==> src/rtl/vnp4_egress_demux.sv <==
// rtl/vnp4_egress_demux.sv - egress demux from the VNP4 core to QDMA C2H and CMAC TX streams
// SOP metadata picks one output. Beats pass through a 2-entry FIFO tagged per entry; undeliverable packets are dropped and counted.
module vnp4_egress_demux #(
  parameter int NUM_PHYS_FUNC = 1,
  parameter int NUM_CMAC_PORT = 1,
  parameter int DATA_W        = 512
) (
  input  logic                                   aclk,
  input  logic                                   areset,
  input  logic [DATA_W-1:0]                      s_axis_tdata,
  input  logic [DATA_W/8-1:0]                    s_axis_tkeep,
  input  logic                                   s_axis_tvalid,
  input  logic                                   s_axis_tlast,
  output logic                                   s_axis_tready,
  input  logic                                   s_user_valid,
  input  logic [15:0]                            s_user_size,
  input  logic [15:0]                            s_user_src_pf,
  input  logic [15:0]                            s_user_src_cmac,
  input  logic [15:0]                            s_user_dst_pf,
  input  logic [15:0]                            s_user_dst_cmac,
  input  logic [1:0]                             s_user_to_direction,
  output logic [NUM_PHYS_FUNC-1:0][DATA_W-1:0]   m_axis_pf_tdata,
  output logic [NUM_PHYS_FUNC-1:0][DATA_W/8-1:0] m_axis_pf_tkeep,
  output logic [NUM_PHYS_FUNC-1:0]               m_axis_pf_tlast,
  output logic [NUM_PHYS_FUNC-1:0]               m_axis_pf_tvalid,
  input  logic [NUM_PHYS_FUNC-1:0]               m_axis_pf_tready,
  output logic [NUM_PHYS_FUNC-1:0][15:0]         m_axis_pf_tuser_size,
  output logic [NUM_PHYS_FUNC-1:0][15:0]         m_axis_pf_tuser_src,
  output logic [NUM_PHYS_FUNC-1:0][15:0]         m_axis_pf_tuser_dst,
  output logic [NUM_CMAC_PORT-1:0][DATA_W-1:0]   m_axis_cmac_tdata,
  output logic [NUM_CMAC_PORT-1:0][DATA_W/8-1:0] m_axis_cmac_tkeep,
  output logic [NUM_CMAC_PORT-1:0]               m_axis_cmac_tlast,
  output logic [NUM_CMAC_PORT-1:0]               m_axis_cmac_tvalid,
  input  logic [NUM_CMAC_PORT-1:0]               m_axis_cmac_tready,
  output logic [NUM_CMAC_PORT-1:0][15:0]         m_axis_cmac_tuser_size,
  output logic [NUM_CMAC_PORT-1:0][15:0]         m_axis_cmac_tuser_src,
  output logic [NUM_CMAC_PORT-1:0][15:0]         m_axis_cmac_tuser_dst,
  output logic [31:0]                            drop_pkt_cnt
);
  localparam int KEEP_W = DATA_W / 8;

  typedef enum logic [1:0] {IDLE, FWD, DROP} state_t;

  typedef struct packed {
    logic        is_cmac;
    logic [1:0]  idx;
    logic [15:0] size;
    logic [15:0] src;
    logic [15:0] dst;
  } tgt_t;

  typedef struct packed {
    logic [DATA_W-1:0] data;
    logic [KEEP_W-1:0] keep;
    logic              last;
    tgt_t              tgt;
  } entry_t;

  state_t      state_q, state_d;
  tgt_t        tgt_q, tgt_d;
  entry_t      mem_q [2];
  entry_t      mem_d [2];
  logic        wr_ptr_q, wr_ptr_d, rd_ptr_q, rd_ptr_d;
  logic [1:0]  count_q, count_d;
  logic [31:0] drop_cnt_q, drop_cnt_d;
  logic        run_q, run_d;

  tgt_t        sop_tgt, cur_tgt;
  logic        sop_drop, in_ready, hs, push, pop;
  entry_t      head, new_e;

  // Each output side reports its own src/dst index pair.
  always_comb begin
    sop_drop     = 1'b1;
    sop_tgt      = '0;
    sop_tgt.size = s_user_size;
    if (s_user_valid && s_user_to_direction == 2'd1 &&
        s_user_dst_pf < 16'(NUM_PHYS_FUNC)) begin
      sop_drop    = 1'b0;
      sop_tgt.idx = s_user_dst_pf[1:0];
      sop_tgt.src = s_user_src_pf;
      sop_tgt.dst = s_user_dst_pf;
    end else if (s_user_valid && s_user_to_direction == 2'd2 &&
                 s_user_dst_cmac < 16'(NUM_CMAC_PORT)) begin
      sop_drop        = 1'b0;
      sop_tgt.is_cmac = 1'b1;
      sop_tgt.idx     = s_user_dst_cmac[1:0];
      sop_tgt.src     = s_user_src_cmac;
      sop_tgt.dst     = s_user_dst_cmac;
    end
  end

  always_comb begin
    head     = mem_q[rd_ptr_q];
    in_ready = run_q && ((state_q == DROP) || (count_q != 2'd2));
    hs       = s_axis_tvalid && in_ready;
    cur_tgt  = (state_q == IDLE) ? sop_tgt : tgt_q;
    push     = hs && ((state_q == FWD) || (state_q == IDLE && !sop_drop));

    new_e      = '0;
    new_e.data = s_axis_tdata;
    new_e.keep = s_axis_tkeep;
    new_e.last = s_axis_tlast;
    new_e.tgt  = cur_tgt;

    pop                    = 1'b0;
    m_axis_pf_tdata        = '0;
    m_axis_pf_tkeep        = '0;
    m_axis_pf_tlast        = '0;
    m_axis_pf_tvalid       = '0;
    m_axis_pf_tuser_size   = '0;
    m_axis_pf_tuser_src    = '0;
    m_axis_pf_tuser_dst    = '0;
    m_axis_cmac_tdata      = '0;
    m_axis_cmac_tkeep      = '0;
    m_axis_cmac_tlast      = '0;
    m_axis_cmac_tvalid     = '0;
    m_axis_cmac_tuser_size = '0;
    m_axis_cmac_tuser_src  = '0;
    m_axis_cmac_tuser_dst  = '0;
    for (int p = 0; p < NUM_PHYS_FUNC; p++) begin
      m_axis_pf_tvalid[p]     = (count_q != 2'd0) && !head.tgt.is_cmac && (head.tgt.idx == 2'(p));
      m_axis_pf_tdata[p]      = head.data;
      m_axis_pf_tkeep[p]      = head.keep;
      m_axis_pf_tlast[p]      = head.last;
      m_axis_pf_tuser_size[p] = head.tgt.size;
      m_axis_pf_tuser_src[p]  = head.tgt.src;
      m_axis_pf_tuser_dst[p]  = head.tgt.dst;
      pop = pop | (m_axis_pf_tvalid[p] & m_axis_pf_tready[p]);
    end
    for (int c = 0; c < NUM_CMAC_PORT; c++) begin
      m_axis_cmac_tvalid[c]     = (count_q != 2'd0) && head.tgt.is_cmac && (head.tgt.idx == 2'(c));
      m_axis_cmac_tdata[c]      = head.data;
      m_axis_cmac_tkeep[c]      = head.keep;
      m_axis_cmac_tlast[c]      = head.last;
      m_axis_cmac_tuser_size[c] = head.tgt.size;
      m_axis_cmac_tuser_src[c]  = head.tgt.src;
      m_axis_cmac_tuser_dst[c]  = head.tgt.dst;
      pop = pop | (m_axis_cmac_tvalid[c] & m_axis_cmac_tready[c]);
    end
    s_axis_tready = in_ready;
    drop_pkt_cnt  = drop_cnt_q;
  end

  always_comb begin
    state_d    = state_q;
    tgt_d      = tgt_q;
    drop_cnt_d = drop_cnt_q;
    run_d      = 1'b1;
    mem_d      = mem_q;
    wr_ptr_d   = wr_ptr_q;
    rd_ptr_d   = rd_ptr_q;
    count_d    = count_q;
    if (hs) begin
      case (state_q)
        IDLE: begin
          tgt_d = sop_tgt;
          if (sop_drop && drop_cnt_q != 32'hFFFF_FFFF) drop_cnt_d = drop_cnt_q + 32'd1;
          if (!s_axis_tlast) state_d = sop_drop ? DROP : FWD;
        end
        default: if (s_axis_tlast) state_d = IDLE;
      endcase
    end
    if (push) begin
      mem_d[wr_ptr_q] = new_e;
      wr_ptr_d        = ~wr_ptr_q;
    end
    if (pop) rd_ptr_d = ~rd_ptr_q;
    case ({push, pop})
      2'b10:   count_d = count_q + 2'd1;
      2'b01:   count_d = count_q - 2'd1;
      default: count_d = count_q;
    endcase
  end

  always_ff @(posedge aclk or posedge areset) begin
    if (areset) begin
      state_q    <= IDLE;
      tgt_q      <= '0;
      drop_cnt_q <= '0;
      run_q      <= 1'b0;
      mem_q[0]   <= '0;
      mem_q[1]   <= '0;
      wr_ptr_q   <= 1'b0;
      rd_ptr_q   <= 1'b0;
      count_q    <= '0;
    end else begin
      state_q    <= state_d;
      tgt_q      <= tgt_d;
      drop_cnt_q <= drop_cnt_d;
      run_q      <= run_d;
      mem_q      <= mem_d;
      wr_ptr_q   <= wr_ptr_d;
      rd_ptr_q   <= rd_ptr_d;
      count_q    <= count_d;
    end
  end
endmodule

==> config.mk <==
export PLATFORM = sky130hd
export DESIGN_NAME = vnp4_egress_demux
export DESIGN_NICKNAME = d
export VERILOG_FILES = /design/src/rtl/vnp4_egress_demux.sv
export SDC_FILE = /design/constraint.sdc
export NUM_CORES = 2
export LEC_CHECK = 0
export BUFFER_PORTS_ARGS = -buffer_cell sky130_fd_sc_hd__buf_4
export CAP_MARGIN = 20
export CORE_AREA = 2 2 752 754
export DETAILED_ROUTE_END_ITERATION = 10
export DIE_AREA = 0 0 754 756
export PLACE_DENSITY = 0.35
export SYNTH_ARGS = -nofsm -noshare
export SYNTH_HDL_FRONTEND = slang
export SYNTH_SLANG_ARGS = --single-unit
==> constraint.sdc <==
create_clock -name aclk -period 62.7 [get_ports aclk]
set_input_delay 6.27 -clock aclk [delete_from_list [all_inputs] [get_ports aclk]]
set_output_delay 6.27 -clock aclk [all_outputs]
set_load 0.05 [all_outputs]
== Word level (Yosys, flattened, before mapping) ==
Index checks and enable logic that the tools add are counted.
Word-level totals
  flip-flop bits (word level): 1346
  logic and storage cells: 95
Cells by class
  add/subtract/negate cells: 3
  magnitude comparators: 5
  equality and inequality tests: 9
  mux-type cells: 19
  bitwise operators: 7
  reduce and logical (&&, ||, !) cells: 25
Operators by type and width (number)
  $mux 628: 4
  $bwmux 1256: 1
  $demux 628 s1: 1
  $mux 32: 2
  $mux 51: 1
  $add 32x1->32 const B: 1
  $lt 16x1->1 const B: 2
  $ne 32x32->1 const B: 1
  $logic_and 1x1->1: 14
  $mux 2: 5
  $eq 2x1->1 const B: 3
  $eq 2x2->1 const B: 3
  $reduce_and 3->1: 2
  $reduce_bool 2->1: 3
  $ge 2x2->1 const B: 2
  $logic_not 2->1: 2
  $ne 2x2->1 const B: 2
  $not 1->2: 2
  $pmux 2 s2: 1
  $mux 1: 3
  $mux 3: 1
  $add 2x1->2 const B: 1
  $and 1x1->1: 2
  $logic_not 1->1: 2
  other kinds (5): 7

== Depth between registers and ports, before layout ==
  word-level depth: 11
  mapped depth: 10
  gate-level depth less buffers: 8

== Worst setup path after synthesis ==
Ideal clock, no wire load.
  kind: flip-flop to output port
  start: reg rd_ptr_q
  end: out m_axis_pf_tdata[462] in the netlist's numbering
  arrival time: 2233 ps
  slack: 54197 ps
  cell stages (with the launch flop): 7
  cell sequence: dfrtp_1 clkbuf_1 clkbuf_1 clkbuf_1 clkbuf_1 mux2_2 buf_4
RTL lines
  from (decl): line 63  | logic wr_ptr_q, wr_ptr_d, rd_ptr_q, rd_ptr_d;
  from (signal assigned): line 194  | rd_ptr_q <= rd_ptr_d;
  to (decl): line 22  | output logic [NUM_PHYS_FUNC-1:0][DATA_W-1:0] m_axis_pf_tdata,

==> flow_summary_export.csv <==
group,metric,value,unit
yosys,ys_top_cells_by_area,"dfrtp_1 53%, mux2_2 24%, buf_4 7.4%, mux2_4 6.6%, mux2_1 2.7%",
route,drtPass1Iterations,5,
yosys,async_reset_ff_frac,1.00,
worst_hold_path,min_path_type,"reg -> reg",
setup_path,cp.required,56.43,ns
pwr,ir_drop,0.0000282,V
setup_path,path_class,"reg -> out",
layout,drive_gt1_frac,0.671,
route,avgRoutedWirePerCell,29.3,um
yosys,synth.most_common_cell,"mux2_2",
sta,period_share,0.184,
setup_path,worstPathMaxFanout,45,
setup_path,cp-end-kind,"primary output",
global_routing,grt_pass1_wl,497000,um
clock_network,cts_max_level,4,
setup_path,path_delay_family,"buffers and inverters",
route,drtAntennaViolNets,0,
sta,worst_slew_pin_slew,1.24,ns
yosys,synthTopCellsByCount,"1359 x mux2_2, 1346 x dfrtp_1, 630 x buf_4, 282 x mux2_4, 155 x mux2_1",
sta,tns,0,ns
yosys,synth_fp_nets,5115,
yosys,synth_flop_cell,"dfrtp_1",
global_routing,track_usage,0.133,
setup_path,max_stage_delay,0.91,ns
global_routing,grt_pass1_vias,44478,
route,drt-initial-drc-count,1933,
layout,nets,6456,
setup_path,cpMaxStageDelayCell,"dfrtp_4",
setup_path,worst-path-buf-inv,5,
setup_path,critPathLaunchType,"flop",
yosys,yosys.area.top_type,"dfrtp_1",
clock_network,cts_sinks,1346,
floorplanning,die-height,756,um
clock_network,post-cts-setup-buffer-count,0,
yosys,synth_cells,4448,
yosys,syn_area,63800,um^2
placed_design,place_area,82400,um^2
clock_network,clk_latency,0.88,ns
placed_design,gp_congestion,0.889,
clock_network,tritoncts,"yes",
clock_network,clkSlewWorstSetupHoldPaths,0.06,ns
flow_run,maxCapViolCount,0,
placed_design,io_buffers,1949,
yosys,syn_area_per_cell,14.4,um^2
clock_network,clock_path_buffers,4,
floorplanning,die_w,754,um
floorplanning,dieArea,570000,um^2
yosys,ys_warn_count,0,
pwr,p_leak,45.0,nW
yosys,synth_top_area_share,0.528,
floorplanning,core_area,563000,um^2
route,via_per_inst,3.16,
global_routing,grt_overflow,0,
layout,final_area,88800,um^2
yosys,ys_ff_latch,1346,
route,drc,0,
sta,maxSlewViolCount,0,
setup_path,path_cells,"buf_4 > buf_4 > buf_4 > buf_4 > mux2_2 > buf_4",
sta,slew_headroom,0.171,
sta,finalSetupViolCount,0,
yosys,yosysSeqAreaShare,0.528,
global_routing,grt_max_degree,149,
route,num_vias,42665,
sta,finalClockSkew,0.0628,ns
sta,finalHoldViolCount,0,
clock_network,cts_resized,0,
yosys,synth_edf_count,0,
run_status,status,"finished clean",
floorplanning,ios,1950,
sta,fmax,86.9,MHz
setup_path,critical-path-top-cell-by-count,"buf_4",
layout,area_growth,39.2,%
setup_path,arrival,5.24,ns
floorplanning,start_util,0.113,
yosys,yosysUniqueCellTypes,47,
floorplanning,num_rows,276,
clock_network,numCtsBuffers,182,
route,wl,396000,um
pwr,p_per_area,25.3,nW/um^2
placed_design,hpwl,331000,um
clock_network,holdBufCountCts,0,
sta,rsz0062_at_grt,"false",
global_routing,antenna_found_initial,304,
sta,period_needed,11.51,ns
clock_network,cts_root_buf,"clkbuf_16",
-- state kept, by name, indices dropped and copies added (netlist names) --
| signal | count |
|---|---|
| count_q | 2 |
| drop_pkt_cnt | 32 |
| mem_q | 1256 |
| rd_ptr_q | 1 |
| run_q | 1 |
| state_q | 2 |
| tgt_q | 51 |
| wr_ptr_q | 1 |
-- routing by layer --
metal | routed length, um | vias up | global-route usage
met3 | 47400 | 699 | 0.0675
met2 | 180000 | 1941 | 0.214
met5 | 1200 | - | 0
met1 | 149000 | 22038 | 0.149
li1 | - | 17799 | -
met4 | 18600 | 188 | 0.0535
-- layout by cell type (no fill, tap or decap), drive strengths merged, types with 19 or more instances in the layout --
master  instances
clkbuf        259
mux2i          19
dfrtp        1346
nand2          99
clkinv         35
a22o           36
buf          2020
xnor2          31
o21ai          83
mux2         1796
diode          75
-- final timing paths --
| path | startpoint | endpoint | cells after the start | slack (ns) |
|---|---|---|---|---|
| setup / recovery | rd_ptr_q$_DFFE_PP0N_ | m_axis_pf_tdata[450] | 6 | 51.19 |
| hold / removal | tgt_q[21]$_DFFE_PP0P_ | tgt_q[21]$_DFFE_PP0P_ | 2 | 0.47 |
| setup reg to reg | count_q[0]$_DFFE_PP0P_ | mem_q[881]$_DFFE_PP0P_ | 10 | 56.64 |
| hold reg to reg | tgt_q[21]$_DFFE_PP0P_ | tgt_q[21]$_DFFE_PP0P_ | 2 | 0.47 |
| max in group asynchronous | areset | rd_ptr_q$_DFFE_PP0N_ | 7 | 52.68 |
| min in group asynchronous | areset | mem_q[266]$_DFFE_PP0P_ | 2 | 5.48 |
-- metrics by stage --
step	hold slack, ns	total power [W]	worst slack, ns	util	cells
floorplan	0.442	0.00106	18.48	-	4448
global placement	0.456	0.00117	51.05	0.146	13100
global route	0.490	0.00235	50.88	0.158	13462
detailed placement	0.462	0.00118	51.14	0.147	13105
finish	0.470	0.00225	51.19	0.158	13507
CTS	0.476	0.00231	50.87	0.157	13426
-- logic make-up after synthesis --
kind of cell / after synthesis / synth area share
adder cells (fa/ha/maj): 2 / 0.000392
AND/OR/NAND/NOR: 219 / 0.0178
other: 1 / 0.0000587
multiplexers: 1815 / 0.336
buffers and inverters: 868 / 0.0964
flip-flops: 1346 / 0.528
XOR/XNOR: 35 / 0.00480
AO/OA/AOI/OAI: 162 / 0.0165
-- power by group --
| part | total, W | switching [W] | leakage (nW) | internal, W |
|---|---|---|---|---|
| registers | 0.000890 | 0.0000131 | 18.8 | 0.000877 |
| logic | 0.000262 | 0.000154 | 23.2 | 0.000107 |
| clock network | 0.00110 | 0.000454 | 3.00 | 0.000643 |
| total | 0.00225 | 0.000621 | 45.0 | 0.00163 |
-- cell type report --
| type | count | area [um^2] |
|---|---|---|
| Fill cell | 62333 | 474000 |
| Antenna cell | 75 | 188 |
| Multi-Input combinational cell | 2234 | 24100 |
| Clock inverter | 62 | 940 |
| Clock buffer | 259 | 5200 |
| Timing Repair Buffer | 2020 | 15300 |
| Sequential cell | 1346 | 33700 |
| Inverter | 5 | 26.3 |
| Tap cell | 7506 | 9390 |
-- worst register-to-register path: cells and delay by family (launching register included) --
kind / cells / cell delay [ns]
compound gates: 2 / 0.71
flops: 1 / 0.42
simple gates: 2 / 0.56
buf+inv: 5 / 3.74
mux: 1 / 0.45
Note: power is estimated with default switching activity, not from simulation.
